[src/rtl/lcd_panel_writer_pkg.sv]
// ---------------------------------------------------------------------------
// lcd_panel_writer_pkg
//   Shared constants for the dual-controller 128x64 LCD panel writer:
//   panel command opcodes, chip-select patterns, FSM state encodings, the
//   bus-word struct the FSM hands to the strobe generator, and a helper that
//   builds the set-page command.
// ---------------------------------------------------------------------------
package lcd_panel_writer_pkg;

  // Panel command opcodes (written with lcd_di = 0).
  localparam logic [7:0] CMD_DISPLAY_ON = 8'h3F;  // display on
  localparam logic [7:0] CMD_START_LINE = 8'hC0;  // start line 0
  localparam logic [7:0] CMD_SET_PAGE   = 8'hB8;  // page address, OR'ed with page
  localparam logic [7:0] CMD_SET_COL    = 8'h40;  // column address 0

  // Chip-select patterns (active-high, bit0 = left half, bit1 = right half).
  localparam logic [1:0] CS_NONE = 2'b00;
  localparam logic [1:0] CS_LEFT = 2'b01;
  localparam logic [1:0] CS_BOTH = 2'b11;

  // Frame geometry.
  localparam logic [5:0] COL_LAST  = 6'd63;
  localparam logic [2:0] PAGE_LAST = 3'd7;

  // Top-level FSM state encodings.
  localparam logic [2:0] ST_RESET      = 3'd0;
  localparam logic [2:0] ST_INIT_ON    = 3'd1;
  localparam logic [2:0] ST_INIT_START = 3'd2;
  localparam logic [2:0] ST_SET_PAGE   = 3'd3;
  localparam logic [2:0] ST_SET_COL    = 3'd4;
  localparam logic [2:0] ST_REQ        = 3'd5;
  localparam logic [2:0] ST_WAIT       = 3'd6;
  localparam logic [2:0] ST_WR_DATA    = 3'd7;

  // One panel bus transfer as seen by the strobe generator.
  typedef struct packed {
    logic       di;    // 0 = command, 1 = display data
    logic [1:0] cs;    // chip selects
    logic [7:0] data;  // byte driven on lcd_data
  } bus_word_t;

  // Set-page command for a given page number.
  function automatic logic [7:0] page_cmd(input logic [2:0] page);
    return CMD_SET_PAGE | {5'b00000, page};
  endfunction

endpackage

[src/rtl/lcd_panel_writer_bus.sv]
// ---------------------------------------------------------------------------
// lcd_bus_writer
//   Generates one panel bus write per start request:
//     1 setup cycle (lcd_e = 0), E_HALF cycles lcd_e = 1, E_HALF cycles
//     lcd_e = 0.  lcd_cs / lcd_di / lcd_data are captured on start and held
//     for the whole transfer (and afterwards, until the next start).
//
//   Parameters
//     E_HALF   clk cycles per lcd_e high phase and per low phase (>= 1)
//   Ports
//     clk, rst_n   clock, asynchronous active-low reset
//     start        request a write; honoured only while busy = 0
//     di, cs, wr_byte  transfer payload
//     busy         a write is in progress
//     done         single-cycle pulse in the last cycle of a write
//     lcd_cs, lcd_di, lcd_data, lcd_e   panel bus
// ---------------------------------------------------------------------------
module lcd_bus_writer
  import lcd_panel_writer_pkg::*;
#(
  parameter int E_HALF = 4
) (
  input  logic       clk,
  input  logic       rst_n,
  input  logic       start,
  input  logic       di,
  input  logic [1:0] cs,
  input  logic [7:0] wr_byte,
  output logic       busy,
  output logic       done,
  output logic [1:0] lcd_cs,
  output logic       lcd_di,
  output logic [7:0] lcd_data,
  output logic       lcd_e
);

  // Phase counter runs 0 (setup) .. 2*E_HALF (last low cycle).
  localparam int            CW    = $clog2(2 * E_HALF + 1);
  localparam logic [CW-1:0] LAST  = CW'(2 * E_HALF);
  localparam logic [CW-1:0] E_LIM = CW'(E_HALF);

  logic [CW-1:0] cnt;

  assign done = busy && (cnt == LAST);

  // lcd_e is a flop with asynchronous reset, so asserting rst_n mid-write
  // drops the strobe immediately rather than at the next clock edge.
  // NOTE: sequential state is assigned with <= so every flop samples the
  // pre-edge values; mixing in = here would create order-dependent logic.
  always_ff @(posedge clk or negedge rst_n) begin
    if (!rst_n) begin
      busy     <= 1'b0;
      cnt      <= '0;
      lcd_e    <= 1'b0;
      lcd_cs   <= CS_NONE;
      lcd_di   <= 1'b0;
      lcd_data <= 8'h00;
    end else if (!busy) begin
      if (start) begin
        busy     <= 1'b1;
        cnt      <= '0;
        lcd_e    <= 1'b0;
        lcd_cs   <= cs;
        lcd_di   <= di;
        lcd_data <= wr_byte;
      end
    end else if (cnt == LAST) begin
      busy  <= 1'b0;
      cnt   <= '0;
      lcd_e <= 1'b0;
    end else begin
      cnt   <= cnt + CW'(1);
      // Next count lands in 1..E_HALF exactly when the current one is
      // below E_HALF: that is the high phase.
      lcd_e <= (cnt < E_LIM);
    end
  end

endmodule

[src/rtl/lcd_panel_writer.sv]
// ---------------------------------------------------------------------------
// lcd_panel_writer
//   Streams a 512-byte frame (8 pages x 64 columns, bit 0 = top row of the
//   page) into the left controller of a KS0108-style LCD.  After reset the
//   panel reset line is held low for RST_CYCLES, the panel is initialised
//   (display on, start line 0), and then the frame is refreshed forever:
//   each page starts with set-page and set-column commands, followed by 64
//   data bytes fetched one at a time through a data_req / data_valid
//   handshake.  The panel auto-increments the column, so only one set-column
//   command is issued per page.
//
//   Parameters
//     E_HALF       clk cycles per lcd_e high phase and per low phase (>= 1)
//     RST_CYCLES   clk cycles lcd_rst is held low after reset release
//   Ports
//     clk, rst_n   clock, asynchronous active-low reset
//     data_in      pixel byte, accepted only in the cycle after data_req
//     data_valid   data_in is valid this cycle
//     data_req     single-cycle request for the next pixel byte
//     lcd_rst      panel reset, active-low
//     lcd_cs       chip selects (bit0 left, bit1 right)
//     lcd_rw       always 0, the bus is write-only
//     lcd_di       0 = command, 1 = display data
//     lcd_data     panel data bus
//     lcd_e        panel enable strobe
//     frame_done   one-cycle pulse after the last byte of a frame is written
// ---------------------------------------------------------------------------
module lcd_panel_writer
  import lcd_panel_writer_pkg::*;
#(
  parameter int E_HALF     = 4,
  parameter int RST_CYCLES = 16
) (
  input  logic       clk,
  input  logic       rst_n,
  input  logic [7:0] data_in,
  input  logic       data_valid,
  output logic       data_req,
  output logic       lcd_rst,
  output logic [1:0] lcd_cs,
  output logic       lcd_rw,
  output logic       lcd_di,
  output logic [7:0] lcd_data,
  output logic       lcd_e,
  output logic       frame_done
);

  localparam int             RCW      = (RST_CYCLES > 1) ? $clog2(RST_CYCLES) : 1;
  localparam logic [RCW-1:0] RST_LAST = RCW'(RST_CYCLES - 1);

  logic [2:0]     state;
  logic [RCW-1:0] rst_cnt;
  logic [2:0]     page;
  logic [5:0]     col;
  logic [7:0]     pix_q;      // byte accepted in WAIT, written in WR_DATA
  logic           launched;   // current write state has already issued start

  bus_word_t      cmd;
  logic           is_write;
  logic           start;
  logic           wr_busy;
  logic           wr_done;

  assign lcd_rw   = 1'b0;
  assign data_req = (state == ST_REQ);

  // Payload for the write belonging to the current state.
  // NOTE: every output of an always_comb gets a default before the case so
  // no path leaves it unassigned, which would otherwise infer a latch.
  always_comb begin
    cmd      = '{di: 1'b0, cs: CS_NONE, data: 8'h00};
    is_write = 1'b1;
    case (state)
      ST_INIT_ON:    cmd = '{di: 1'b0, cs: CS_BOTH, data: CMD_DISPLAY_ON};
      ST_INIT_START: cmd = '{di: 1'b0, cs: CS_BOTH, data: CMD_START_LINE};
      ST_SET_PAGE:   cmd = '{di: 1'b0, cs: CS_LEFT, data: page_cmd(page)};
      ST_SET_COL:    cmd = '{di: 1'b0, cs: CS_LEFT, data: CMD_SET_COL};
      ST_WR_DATA:    cmd = '{di: 1'b1, cs: CS_LEFT, data: pix_q};
      default:       is_write = 1'b0;
    endcase
  end

  // A write state fires its transfer once, in its first cycle; the state
  // then waits for the writer's done pulse before moving on.
  assign start = is_write && !launched && !wr_busy;

  lcd_bus_writer #(
    .E_HALF (E_HALF)
  ) u_bus (
    .clk      (clk),
    .rst_n    (rst_n),
    .start    (start),
    .di       (cmd.di),
    .cs       (cmd.cs),
    .wr_byte  (cmd.data),
    .busy     (wr_busy),
    .done     (wr_done),
    .lcd_cs   (lcd_cs),
    .lcd_di   (lcd_di),
    .lcd_data (lcd_data),
    .lcd_e    (lcd_e)
  );

  always_ff @(posedge clk or negedge rst_n) begin
    if (!rst_n) begin
      state      <= ST_RESET;
      rst_cnt    <= '0;
      lcd_rst    <= 1'b0;
      page       <= 3'd0;
      col        <= 6'd0;
      pix_q      <= 8'h00;
      launched   <= 1'b0;
      frame_done <= 1'b0;
    end else begin
      frame_done <= 1'b0;

      if (start) begin
        launched <= 1'b1;
      end else if (wr_done) begin
        launched <= 1'b0;
      end

      case (state)
        ST_RESET: begin
          if (rst_cnt == RST_LAST) begin
            lcd_rst <= 1'b1;
            state   <= ST_INIT_ON;
          end else begin
            rst_cnt <= rst_cnt + RCW'(1);
          end
        end

        ST_INIT_ON: begin
          if (wr_done) state <= ST_INIT_START;
        end

        ST_INIT_START: begin
          if (wr_done) state <= ST_SET_PAGE;
        end

        ST_SET_PAGE: begin
          if (wr_done) state <= ST_SET_COL;
        end

        ST_SET_COL: begin
          if (wr_done) state <= ST_REQ;
        end

        // data_req is high for this single cycle only.
        ST_REQ: state <= ST_WAIT;

        // The only cycle in which data_valid is honoured; a miss re-requests,
        // so each data_req pulse yields at most one byte.
        ST_WAIT: begin
          if (data_valid) begin
            pix_q <= data_in;
            state <= ST_WR_DATA;
          end else begin
            state <= ST_REQ;
          end
        end

        ST_WR_DATA: begin
          if (wr_done) begin
            col <= col + 6'd1;
            if (col == COL_LAST) begin
              page  <= page + 3'd1;
              state <= ST_SET_PAGE;
              if (page == PAGE_LAST) frame_done <= 1'b1;
            end else begin
              state <= ST_REQ;
            end
          end
        end

        default: state <= ST_RESET;
      endcase
    end
  end

endmodule

[config.mk]
export PLATFORM = sky130hd
export DESIGN_NAME = lcd_panel_writer
export DESIGN_NICKNAME = d
export VERILOG_FILES = /design/src/rtl/lcd_panel_writer_pkg.sv /design/src/rtl/lcd_panel_writer_bus.sv /design/src/rtl/lcd_panel_writer.sv
export SDC_FILE = /design/constraint.sdc
export NUM_CORES = 1
export LEC_CHECK = 0
export CORE_MARGIN = 5
export CORE_UTILIZATION = 59
export DETAILED_ROUTE_END_ITERATION = 12
export GPL_TIMING_DRIVEN = 0
export PLACE_DENSITY = 0.84
export SETUP_SLACK_MARGIN = 0.2
export SYNTH_ARGS = -nofsm -noshare
export SYNTH_HDL_FRONTEND = slang
export SYNTH_HIERARCHICAL = 1
export SYNTH_SLANG_ARGS = --single-unit
[constraint.sdc]
create_clock -name clk -period 3.5 [get_ports clk]
set_input_delay 0.35 -clock clk [delete_from_list [all_inputs] [get_ports clk]]
set_output_delay 0.35 -clock clk [all_outputs]
set_load 0.1 [all_outputs]
==> results.md, run 1 <==
- Initial core utilization: 60.37%
- Width of the die: 70.75 um
- Switch share: 43.27%
- Sw power: 857.3 uW
- Largest fanout on the critical path: 10
- Internal power: 1.124 mW
- Number of vias in the routed layout: 1450
- TritonCTS sink count: 44
- Clock transition at the register clock pins on the worst setup and hold paths after CTS: 70 ps
- Count of input and output buffers: 25
- Worst clock skew: 3.189 ps
- Synth Net Count: 201
- DRC violation count after routing: 0
- Layout cells sized above 1: 20.18%
- Aggregate negative setup slack: 0 ps
- Filler cells: 246
- Sequential area share after synthesis: 50.57%
- Sum of routed wire length over all layers: 4.026 mm
- Family with the most delay on the worst path: buffers and inverters
- Wire length of the first global-routing pass: 7.231 mm
- Critical path data required time: 3150 ps
- Most common library cell in the layout ignoring fill and taps: sky130_fd_sc_hd__dfrtp_1
- Cell at the root of the clock tree: sky130_fd_sc_hd__clkbuf_8
- Top-Level Pins: 27
- Fmax: 0.3505 GHz
- Type of the tightest min-delay check: input pin to async pin
- Number of nets in the final layout: 234
- Period Utilization, post-route: 81.52%
- Worst-case clock buffer depth: 2
- Die extent in y: 70.75 um
- Clock latency on the worst-skew pair: 290 ps
- Largest net degree at the start of global routing: 25
- Count of warnings emitted by yosys: 6
- Synthesized instance count: 184
- Count of state elements after synthesis: 44
- Worst slew pin tran: 982.5 ps
- Final critical-path setup slack: 646.9 ps
- Total routing resource utilization after global routing: 18.11%
- Proportion of power drawn by combinational gates: 47.4%
- Site row count: 22
- GPL Wtd Cong: 0.7900
- Remaining max-slew budget at the tightest pin: 34.29%
- Layout overhead on the synthesized area: 19.43%
- Via count of the first global-routing pass: 1529
- Netlist area before placement: 2177 um2
- CTS H-tree depth: 2
- Initial antenna violation count: 0
- GR Overflow Total: 0
- Post-synthesis async set-or-reset flop share: 100.0%
- Via density: 5.451
- Category of the critical setup timing path: flop to output pin
- Average size of a mapped cell: 11.83 um2
- Crit path cell chain: buf_2 > buf_2 > nor3_1 > clkdlybuf4s50_1
- Post-CTS resize count: 0
- Post-Place Worst Slack: 999.1 ps
- Initial DRC Count: 54
- Endpoints failing setup: 0
- Final critical path time including I/O delays and setup: 2853 ps
- Hold_buf cts: 0
- Startpoint type of the worst setup path: flop
- Flop pwr share: 36.5%
- Areal power density over the cells: 762.2 nW/um2
- Final Core Density: 72.10%
- Buffers inserted during post-CTS setup optimization: 0
- Placeable core region: 3606 um2
- Routed len/inst: 15.14 um
- Crit path DAT: 2500 ps
- Status: complete, no violations
- Most frequent cells in the layout: 44 x sky130_fd_sc_hd__dfrtp_1, 24 x sky130_fd_sc_hd__nand2_1, 24 x sky130_fd_sc_hd__clkdlybuf4s50_1, 11 x sky130_fd_sc_hd__mux2_2, 10 x sky130_fd_sc_hd__mux2_4
- Drt pass-1 iters: 4
- Leakage power: 1.234 nW
- Largest stage delay on the critical path: 1180 ps
- Bufs and invs on worst path: 3
- Clk network pwr share: 16.1%
- Antenna diode count: 0
- Number of synthesized flops with an enable pin: 0
- Cell variety after synth: 45
- Cell type with the highest occurrence count on the critical path: sky130_fd_sc_hd__buf_2
- Die ar.: 5005 um2
- Worst path slowest cell: sky130_fd_sc_hd__clkdlybuf4s50_1
- Antenna violation net count after detailed routing: 0
- Highest ir drop seen on vdd: 0.6518 mV
- Clock buffers created by TritonCTS: 5
- Detail Placement HPWL: 3.029 mm
- Count of max-cap constraint violations: 0
- Number of max-slew violations in the final report: 0
- Kind of end point of the critical path: output pin
- Count of endpoints failing hold in the final timing report: 0
- Main synth FF type: sky130_fd_sc_hd__dfrtp_1
- Unrepaired setup endpoints after global routing: no
- CTS tree: done
-- cell usage after synthesis, types with 2 or more instances --
cell                       instances  share of area (%)
sky130_fd_sc_hd__a21boi_0          2               0.69
sky130_fd_sc_hd__a21oi_1           6                1.4
sky130_fd_sc_hd__a31oi_1           2               0.57
sky130_fd_sc_hd__and3_1            2               0.57
sky130_fd_sc_hd__buf_2             3               0.69
sky130_fd_sc_hd__buf_4             2               0.69
sky130_fd_sc_hd__dfrtp_1          44                 51
sky130_fd_sc_hd__ha_1              6                3.4
sky130_fd_sc_hd__inv_1             6                1.0
sky130_fd_sc_hd__mux2_2           11                5.7
sky130_fd_sc_hd__mux2_4           10                6.9
sky130_fd_sc_hd__nand2_1          24                4.1
sky130_fd_sc_hd__nand3_1           6                1.4
sky130_fd_sc_hd__nor2_1            6                1.0
sky130_fd_sc_hd__nor2b_1           6                1.7
sky130_fd_sc_hd__nor3_1            2               0.46
sky130_fd_sc_hd__o211a_1           3                1.4
sky130_fd_sc_hd__o21ai_0           7                1.6
sky130_fd_sc_hd__o31ai_1           2               0.69
sky130_fd_sc_hd__xnor2_1           6                2.4
sky130_fd_sc_hd__xor2_1            4                1.6
-- path summary, 6_finish.rpt --
path                                   start      endpoint  slack, ps  depth (start not counted)
max in group asynchronous              rst_n      pix_q[1]       2990                          2
worst min register to register       lcd_rst       lcd_rst        480                          1
worst max-delay path                state[1]      data_req        650                          4
min in group clk                     lcd_rst       lcd_rst        480                          1
worst min-delay path                   rst_n  u_bus/cnt[2]         20                          1
worst max register to register  u_bus/cnt[1]       page[2]       1190                          7
-- state kept, by name, indices dropped and copies added, names as in the netlist, 2 cells and up --
register,count
pix_q,8
u_bus/lcd_data,8
col,6
rst_cnt,4
u_bus/cnt,4
page,3
state,3
u_bus/lcd_cs,2
-- power by group through the flow --
stage,Combinational (mW),Clock [mW],Sequential [mW]
2_1_floorplan,0.400,0,1.05
3_3_place_gp,0.911,0,0.724
3_5_place_dp,0.938,0,0.733
4_1_cts,0.946,0.327,0.724
5_1_grt,0.997,0.358,0.744
6_report,0.939,0.318,0.724
-- area by class of cell --
cell class              instances  area (um2)  area share [%]
flip-flops and latches         44        1101           42.35
multi-input cells             126       988.4           38.02
repair buffers                 26       272.8           10.49
clock buffers                   8       90.09           3.465
plain buffers                   8       65.06           2.502
well taps                      48       60.06           2.310
inverters                       6       22.52          0.8662
-- stage by stage --
step | total power, mW | std cells | area (um2) | hold slack [ps]
6_report | 1.982 | 266 | 2600 | 20.48
5_1_grt | 2.100 | 266 | 2600 | 56.19
4_1_cts | 1.997 | 266 | 2600 | 29.46
3_5_place_dp | 1.671 | 258 | 2510 | 352.1
3_3_place_gp | 1.634 | 257 | 2487 | 448.1
2_1_floorplan | 1.454 | 184 | 2177 | 54.41
-- layer usage --
metal  up-vias  global-route usage, %  part of all wire, %
li1        703                      -                    -
met1       712                  22.92                   44
met2        29                  30.28                   51
met3         6                  4.972                  3.6
met4         0                  5.637                  1.4
met5         -                      0                    0
-- cell families (layout without fill, tap and decap cells) --
group / Yosys count / count (layout) / share of synthesized area, %
compound gates: 28 / 28 / 8.736
xor+xnor: 10 / 10 / 4.023
fa+ha+maj: 6 / 6 / 3.448
buf+inv: 14 / 48 / 4.022
flops: 44 / 44 / 50.57
mux: 22 / 22 / 13.10
other cells: 1 / 1 / 0.1722
simple gates: 59 / 59 / 15.92
Note: power is estimated with default switching activity, not from simulation.
==> run 2, diff against run 1 <==
CORE_UTILIZATION = 55   (was 59)
PLACE_DENSITY = 0.79   (was 0.84)
clock period = 2.7 ns   (was 3.5 ns; I/O delays follow)
==> run 2 against run 1 <==
Net effect: via count is 1.1% higher; cell count increased by 0.38%; clock power increased by 30%; sequential share of layout area fell by 0.12 points; critical endpoint unchanged; worst setup slack lost 340 ps; non-clock buffer count rose by 1; wire length is 0.50% lower; utilization down 2.5 points; largest power group unchanged; die area is 6.2% higher.
==> results.md, run 2 (same netlist as run 1, synthesis figures left out) <==
- Placeable core region: 3744 um2 (was 3606 um2)
- Top-Level Pins: 27 (unchanged)
- Largest net degree at the start of global routing: 30 (was 25)
- Width of the die: 72.92 um (was 70.75 um)
- Remaining max-slew budget at the tightest pin: 34.26% (was 34.29%)
- GPL Wtd Cong: 0.7885 (was 0.7900)
- Detail Placement HPWL: 2.911 mm (was 3.029 mm)
- Buffers inserted during post-CTS setup optimization: 0 (unchanged)
- Layout overhead on the synthesized area: 19.77% (was 19.43%)
- Final critical path time including I/O delays and setup: 2390 ps
- Count of max-cap constraint violations: 0 (unchanged)
- Number of max-slew violations in the final report: 0 (unchanged)
- Via density: 5.491 (was 5.451)
- Critical path origin: state[1] (unchanged)
- Routed len/inst: 15.00 um (was 15.14 um)
- Aggregate negative setup slack: 0 ps (unchanged)
- Clock latency on the worst-skew pair: 290 ps (about the same)
- Startpoint type of the worst setup path: flop (unchanged)
- Largest fanout on the critical path: 10 (unchanged)
- CTS tree: done (unchanged)
- Critical path data required time: 2430 ps (was 3150 ps)
- Number of vias in the routed layout: 1466 (was 1450)
- WHS: 419.6 ps (was 20.48 ps)
- Count of input and output buffers: 25 (unchanged)
- Antenna violation net count after detailed routing: 0 (unchanged)
- Endpoints failing setup: 0 (unchanged)
- Wire length of the first global-routing pass: 7.162 mm (was 7.231 mm)
- Filler cells: 286 (was 246)
- Drt pass-1 iters: 4 (unchanged)
- Areal power density over the cells: 981.9 nW/um2 (was 762.2 nW/um2)
- Antenna diode count: 0 (unchanged)
- Highest ir drop seen on vdd: 0.8720 mV (was 0.6518 mV)
- Most frequent cells in the layout: 44 x sky130_fd_sc_hd__dfrtp_1, 24 x sky130_fd_sc_hd__nand2_1, 23 x sky130_fd_sc_hd__clkdlybuf4s50_1, 11 x sky130_fd_sc_hd__mux2_2, 10 x sky130_fd_sc_hd__mux2_4 (was 44 x sky130_fd_sc_hd__dfrtp_1, 24 x sky130_fd_sc_hd__nand2_1, 24 x sky130_fd_sc_hd__clkdlybuf4s50_1, 11 x sky130_fd_sc_hd__mux2_2, 10 x sky130_fd_sc_hd__mux2_4)
- Crit path DAT: 2120 ps (was 2500 ps)
- TritonCTS sink count: 44 (unchanged)
- Leakage power: 1.241 nW (was 1.234 nW)
- Die extent in y: 72.92 um (was 70.75 um)
- Number of nets in the final layout: 235 (was 234)
- Count of endpoints failing hold in the final timing report: 0 (unchanged)
- Total routing resource utilization after global routing: 17.47% (was 18.11%)
- CTS H-tree depth: 2 (unchanged)
- Initial antenna violation count: 0 (unchanged)
- Clock transition at the register clock pins on the worst setup and hold paths after CTS: 80 ps (was 70 ps)
- Status: complete, no violations (unchanged)
- Worst clock skew: 9.221 ps (was 3.189 ps)
- Sum of routed wire length over all layers: 4.006 mm (was 4.026 mm)
- Cell at the root of the clock tree: sky130_fd_sc_hd__clkbuf_8 (unchanged)
- Initial DRC Count: 86 (was 54)
- Logic depth of the worst register-to-register path: 7 (unchanged)
- Kind of end point of the critical path: output pin (unchanged)
- Site row count: 22 (unchanged)
- Largest registers: pix_q (8), u_bus/lcd_data (8), col (6) (unchanged)
- Fmax: 0.4183 GHz
- GR Overflow Total: 0 (unchanged)
- Startpoint of the lowest-slack register-to-register path: u_bus/cnt[0] (was u_bus/cnt[1])
- Category of the critical setup timing path: flop to output pin (unchanged)
- Period Utilization, post-route: 88.53%
- DRC violation count after routing: 0 (unchanged)
- Die ar.: 5317 um2 (was 5005 um2)
- Initial core utilization: 58.16% (was 60.37%)
- Layout cells sized above 1: 20.55% (was 20.18%)
- Via count of the first global-routing pass: 1598 (was 1529)
- Clock buffers created by TritonCTS: 5 (unchanged)
- Most common library cell in the layout ignoring fill and taps: sky130_fd_sc_hd__dfrtp_1 (unchanged)
- Worst slew pin tran: 983.0 ps (was 982.5 ps)
- Worst-case clock buffer depth: 2 (unchanged)
- Unrepaired setup endpoints after global routing: no (unchanged)
- Type of the tightest min-delay check: input pin to async pin (unchanged)
## run 2: cell count changes in the layout (fill, tap and decap cells not counted), sizes merged
cell / before / now
clkdlybuf4s50: 24 / 23
dlygate4sd3: 0 / 1
clkdlybuf4s15: 0 / 1
## run 2: metal layers
layer / track usage [%] / wire length, um / vias to the layer above
li1: - / - / 707
met1: 21.80 / 1752 / 717
met2: 28.56 / 1979 / 31
met3: 4.545 / 177 / 11
met4: 7.582 / 96 / 0
met5: 0 / 0 / -
## run 2: area by class of cell
cell class              instances  area [um2]  area share (%)
repair buffers                 27       275.3           10.56
clock buffers                   8       90.09           3.455
well taps                      48       60.06           2.303
inverters                       6       22.52          0.8637
multi-input cells             126       993.5           38.10
plain buffers                   8       65.06           2.495
flip-flops and latches         44        1101           42.23
## run 2: report_power, final
part | internal (mW) | leakage (nW) | switching, mW
clock network | 0.209 | 0.0455 | 0.206
registers | 0.821 | 0.558 | 0.116
logic | 0.425 | 0.637 | 0.784
total | 1.45 | 1.24 | 1.11
## run 2: repair_timing
action | 4_1_cts | 5_1_grt
setup endpoints to repair | 1 | 1
resized for setup | 1 | 1
hold buffers | 1 | 0
hold endpoints to repair | 15 | 0
## run 2: worst max-delay path, cell delays in order (launching register included)
cell and delay (ps):
sky130_fd_sc_hd__dfrtp_1 440, sky130_fd_sc_hd__buf_2 210, sky130_fd_sc_hd__buf_2 200, sky130_fd_sc_hd__nor3_2 120, sky130_fd_sc_hd__clkdlybuf4s15_1 850
## run 2: path summary, 6_finish.rpt
kind	to	slack, ps
max	data_req	310
min	u_bus/lcd_e	420
max reg2reg	page[2]	490
min reg2reg	lcd_rst	480
max in group asynchronous	u_bus/lcd_data[1]	1790
min in group clk	lcd_rst	480
## run 2: stage by stage
step           util (%)  setup slack (ps)  power [mW]  cell area, um2  cells
6_report          69.65             309.6       2.560            2608    267
5_1_grt           69.65             201.2       2.702            2608    267
4_1_cts           69.62             272.5       2.580            2606    267
3_5_place_dp      66.98             332.9       2.160            2507    258
3_3_place_gp      66.58             290.5       2.122            2492    257
2_1_floorplan         -             506.8       1.886            2182    184
==> run 3, diff against run 2 <==
clock period = 2.2 ns   (was 2.7 ns; I/O delays follow)
==> run 3 against run 2 <==
Net effect: non-clock buffer count grew 10; cell area grew 5.6%; power grew 32%; wire length grew 17%; register-to-register slack lost 320 ps; largest power group unchanged; critical endpoint is now u_bus/lcd_data[6]; combinational power grew 27%; worst setup slack lost 140 ps; critical path depth grew 4.
==> results.md, run 3 (same netlist as run 1, synthesis figures left out) <==
- Status: complete, no violations (unchanged)
- Crit path cell chain: buf_4 > buf_4 > nor3_4 > a21o_1 > nor3_2 > nor2b_4 > clkbuf_16 > mux2_4 (was buf_2 > buf_2 > nor3_2 > clkdlybuf4s15_1)
- Kind of end point of the critical path: flop (was output pin)
- Areal power density over the cells: 1223 nW/um2 (was 981.9 nW/um2)
- Site row count: 22 (unchanged)
- Startpoint type of the worst setup path: flop (unchanged)
- Cell type with the highest occurrence count on the critical path: sky130_fd_sc_hd__buf_4 (was sky130_fd_sc_hd__buf_2)
- Post-Place Worst Slack: -129.0 ps (was 332.9 ps)
- Placeable core region: 3744 um2 (unchanged)
- Sum of routed wire length over all layers: 4.677 mm (was 4.006 mm)
- Highest ir drop seen on vdd: 1.113 mV (was 0.8720 mV)
- Most frequent cells in the layout: 43 x sky130_fd_sc_hd__dfrtp_1, 24 x sky130_fd_sc_hd__nand2_1, 13 x sky130_fd_sc_hd__dlygate4sd2_1, 11 x sky130_fd_sc_hd__buf_4, 11 x sky130_fd_sc_hd__mux2_2 (was 44 x sky130_fd_sc_hd__dfrtp_1, 24 x sky130_fd_sc_hd__nand2_1, 23 x sky130_fd_sc_hd__clkdlybuf4s50_1, 11 x sky130_fd_sc_hd__mux2_2, 10 x sky130_fd_sc_hd__mux2_4)
- Antenna diode count: 0 (unchanged)
- Clock latency on the worst-skew pair: 300 ps (was 290 ps)
- DRC violation count after routing: 0 (unchanged)
- CTS H-tree depth: 2 (unchanged)
- Largest registers: pix_q (8), u_bus/lcd_data (8), col (6) (unchanged)
- CTS tree: done (unchanged)
- Family with the most delay on the worst path: simple AND/OR/NAND/NOR gates (was buffers and inverters)
- Count of input and output buffers: 25 (unchanged)
- Type of the tightest min-delay check: input pin to async pin (unchanged)
- Most common library cell in the layout ignoring fill and taps: sky130_fd_sc_hd__dfrtp_1 (unchanged)
- Fmax: 0.4936 GHz
- Initial core utilization: 58.16% (unchanged)
- Period Utilization, post-route: 92.08%
- GR Overflow Total: 0 (unchanged)
- TritonCTS sink count: 44 (unchanged)
- Unrepaired setup endpoints after global routing: yes (was no)
- Total routing resource utilization after global routing: 18.40% (was 17.47%)
- Worst clock skew: 3.150 ps (was 9.221 ps)
- Critical path data required time: 2390 ps (was 2430 ps)
- Worst slew pin tran: 963.0 ps (was 983.0 ps)
- Via count of the first global-routing pass: 1682 (was 1598)
- Count of endpoints failing hold in the final timing report: 0 (unchanged)
- Via density: 5.690 (was 5.491)
- Category of the critical setup timing path: flop to flop (was flop to output pin)
- Crit Reg-Reg Endpoint: u_bus/lcd_data[6] (was page[2])
- Post-Layout Cell Count: 277 (was 267)
- Count of max-cap constraint violations: 0 (unchanged)
- Number of max-slew violations in the final report: 0 (unchanged)
- Top-Level Pins: 27 (unchanged)
- Routed len/inst: 16.88 um (was 15.00 um)
- Final critical-path setup slack: 174.2 ps (was 309.6 ps)
- Logic depth of the worst register-to-register path: 8 (was 7)
- Die ar.: 5317 um2 (unchanged)
- Largest stage delay on the critical path: 400 ps (was 850 ps)
- Initial DRC Count: 144 (was 86)
- Drt pass-1 iters: 4 (unchanged)
- Bufs and invs on worst path: 3 (unchanged)
- Endpoints failing setup: 0 (unchanged)
- Clock buffers created by TritonCTS: 5 (unchanged)
- Worst path slowest cell: sky130_fd_sc_hd__dfrtp_1 (was sky130_fd_sc_hd__clkdlybuf4s15_1)
- Number of vias in the routed layout: 1576 (was 1466)
- Layout cells sized above 1: 27.07% (was 20.55%)
- Largest fanout on the critical path: 6 (was 10)
- Number of placed cells counting well taps: 258 (unchanged)
- Filler cells: 261 (was 286)
- Cell at the root of the clock tree: sky130_fd_sc_hd__clkbuf_8 (unchanged)
- Final critical path time including I/O delays and setup: 2026 ps
- Crit path DAT: 2210 ps (was 2120 ps)
- Width of the die: 72.92 um (unchanged)
- Die extent in y: 72.92 um (unchanged)
- Number of nets in the final layout: 245 (was 235)
- GPL Wtd Cong: 0.7650 (was 0.7885)
- Wire length of the first global-routing pass: 7.686 mm (was 7.162 mm)
- Remaining max-slew budget at the tightest pin: 35.69% (was 34.26%)
- Layout overhead on the synthesized area: 26.49% (was 19.77%)
- Leakage power: 1.384 nW (was 1.241 nW)
- Worst-case clock buffer depth: 2 (unchanged)
- Clock transition at the register clock pins on the worst setup and hold paths after CTS: 80 ps (about the same)
- Detail Placement HPWL: 2.995 mm (was 2.911 mm)
- Largest net degree at the start of global routing: 28 (was 30)
- Startpoint of the lowest-slack register-to-register path: state[1] (was u_bus/cnt[0])
- Antenna violation net count after detailed routing: 0 (unchanged)
- Initial antenna violation count: 0 (unchanged)
- R2R setup slack: 170 ps (was 490 ps)
==> run 3: cell count changes in the layout (fill, tap and decap cells not counted), moves of 2 or more <==
cell,before,now
sky130_fd_sc_hd__buf_4,2,11
sky130_fd_sc_hd__clkbuf_1,3,1
sky130_fd_sc_hd__clkdlybuf4s50_1,23,9
sky130_fd_sc_hd__dlygate4sd2_1,0,13
==> run 3: how the worst max path moves through the flow <==
stage,from,end,slack (ps),cells after the start
after floorplan,state[1],u_bus/lcd_cs[0],250,7
after global placement,rst_n,u_bus/lcd_data[2],-150,1
after detailed placement,state[1],data_req,-130,4
after CTS,frame_done,frame_done,220,1
after global routing,state[1],u_bus/lcd_data[6],140,8
final,state[1],u_bus/lcd_data[6],170,8
==> run 3: stage by stage <==
step / power [mW] / instance area [um2] / hold slack (ps) / util [%] / setup TNS (ps)
2_1_floorplan: 2.320 / 2188 / -75.59 / - / 0
3_3_place_gp: 2.609 / 2499 / 451.5 / 66.74 / -6658
3_5_place_dp: 2.662 / 2514 / 185.7 / 67.15 / -141.2
4_1_cts: 3.296 / 2656 / 411.5 / 70.96 / 0
5_1_grt: 3.541 / 2754 / 480.7 / 73.56 / 0
6_report: 3.369 / 2754 / 454.3 / 73.56 / 0
==> run 3: timing repair <==
action,in CTS,in global routing
hold buffers,1,0
endpoints found under the hold margin,17,0
setup buffers,2,7
setup endpoints to repair,30,13
pin swaps,0,2
cloned,0,1
resized for setup,21,7
==> run 3: worst reg2reg max path: cells and delay by family (launching register included) <==
kind / cells / cell delay, ps
compound gates: 1 / 200
simple gates: 3 / 570
buf+inv: 3 / 450
flops: 1 / 400
mux: 1 / 300
==> run 3: per-layer routing <==
| layer | vias up | global-route usage [%] | part of all wire [%] |
|---|---|---|---|
| met3 | 7 | 3.719 | 3.6 |
| met1 | 794 | 22.07 | 42 |
| met5 | - | 0 | 0 |
| met4 | 0 | 6.967 | 0.79 |
| met2 | 45 | 32.36 | 54 |
| li1 | 730 | - | - |
==> run 3: final cells by class <==
cell class	instances	area, um2	area share (%)
Sequential cell	44	1102	40.03
Tap cell	48	60.06	2.181
Timing Repair Buffer	37	349.1	12.68
Multi-Input combinational cell	126	1020	37.03
Buffer	8	73.82	2.681
Clock inverter	1	30.03	1.090
Inverter	6	22.52	0.8178
Clock buffer	7	96.34	3.498
==> run 3: where the power goes <==
group          internal [mW]  leakage, nW  total [mW]  switching (mW)
clock network          0.401       0.0645       0.670           0.269
logic                  0.531        0.762        1.54            1.01
registers               1.01        0.558        1.16           0.149
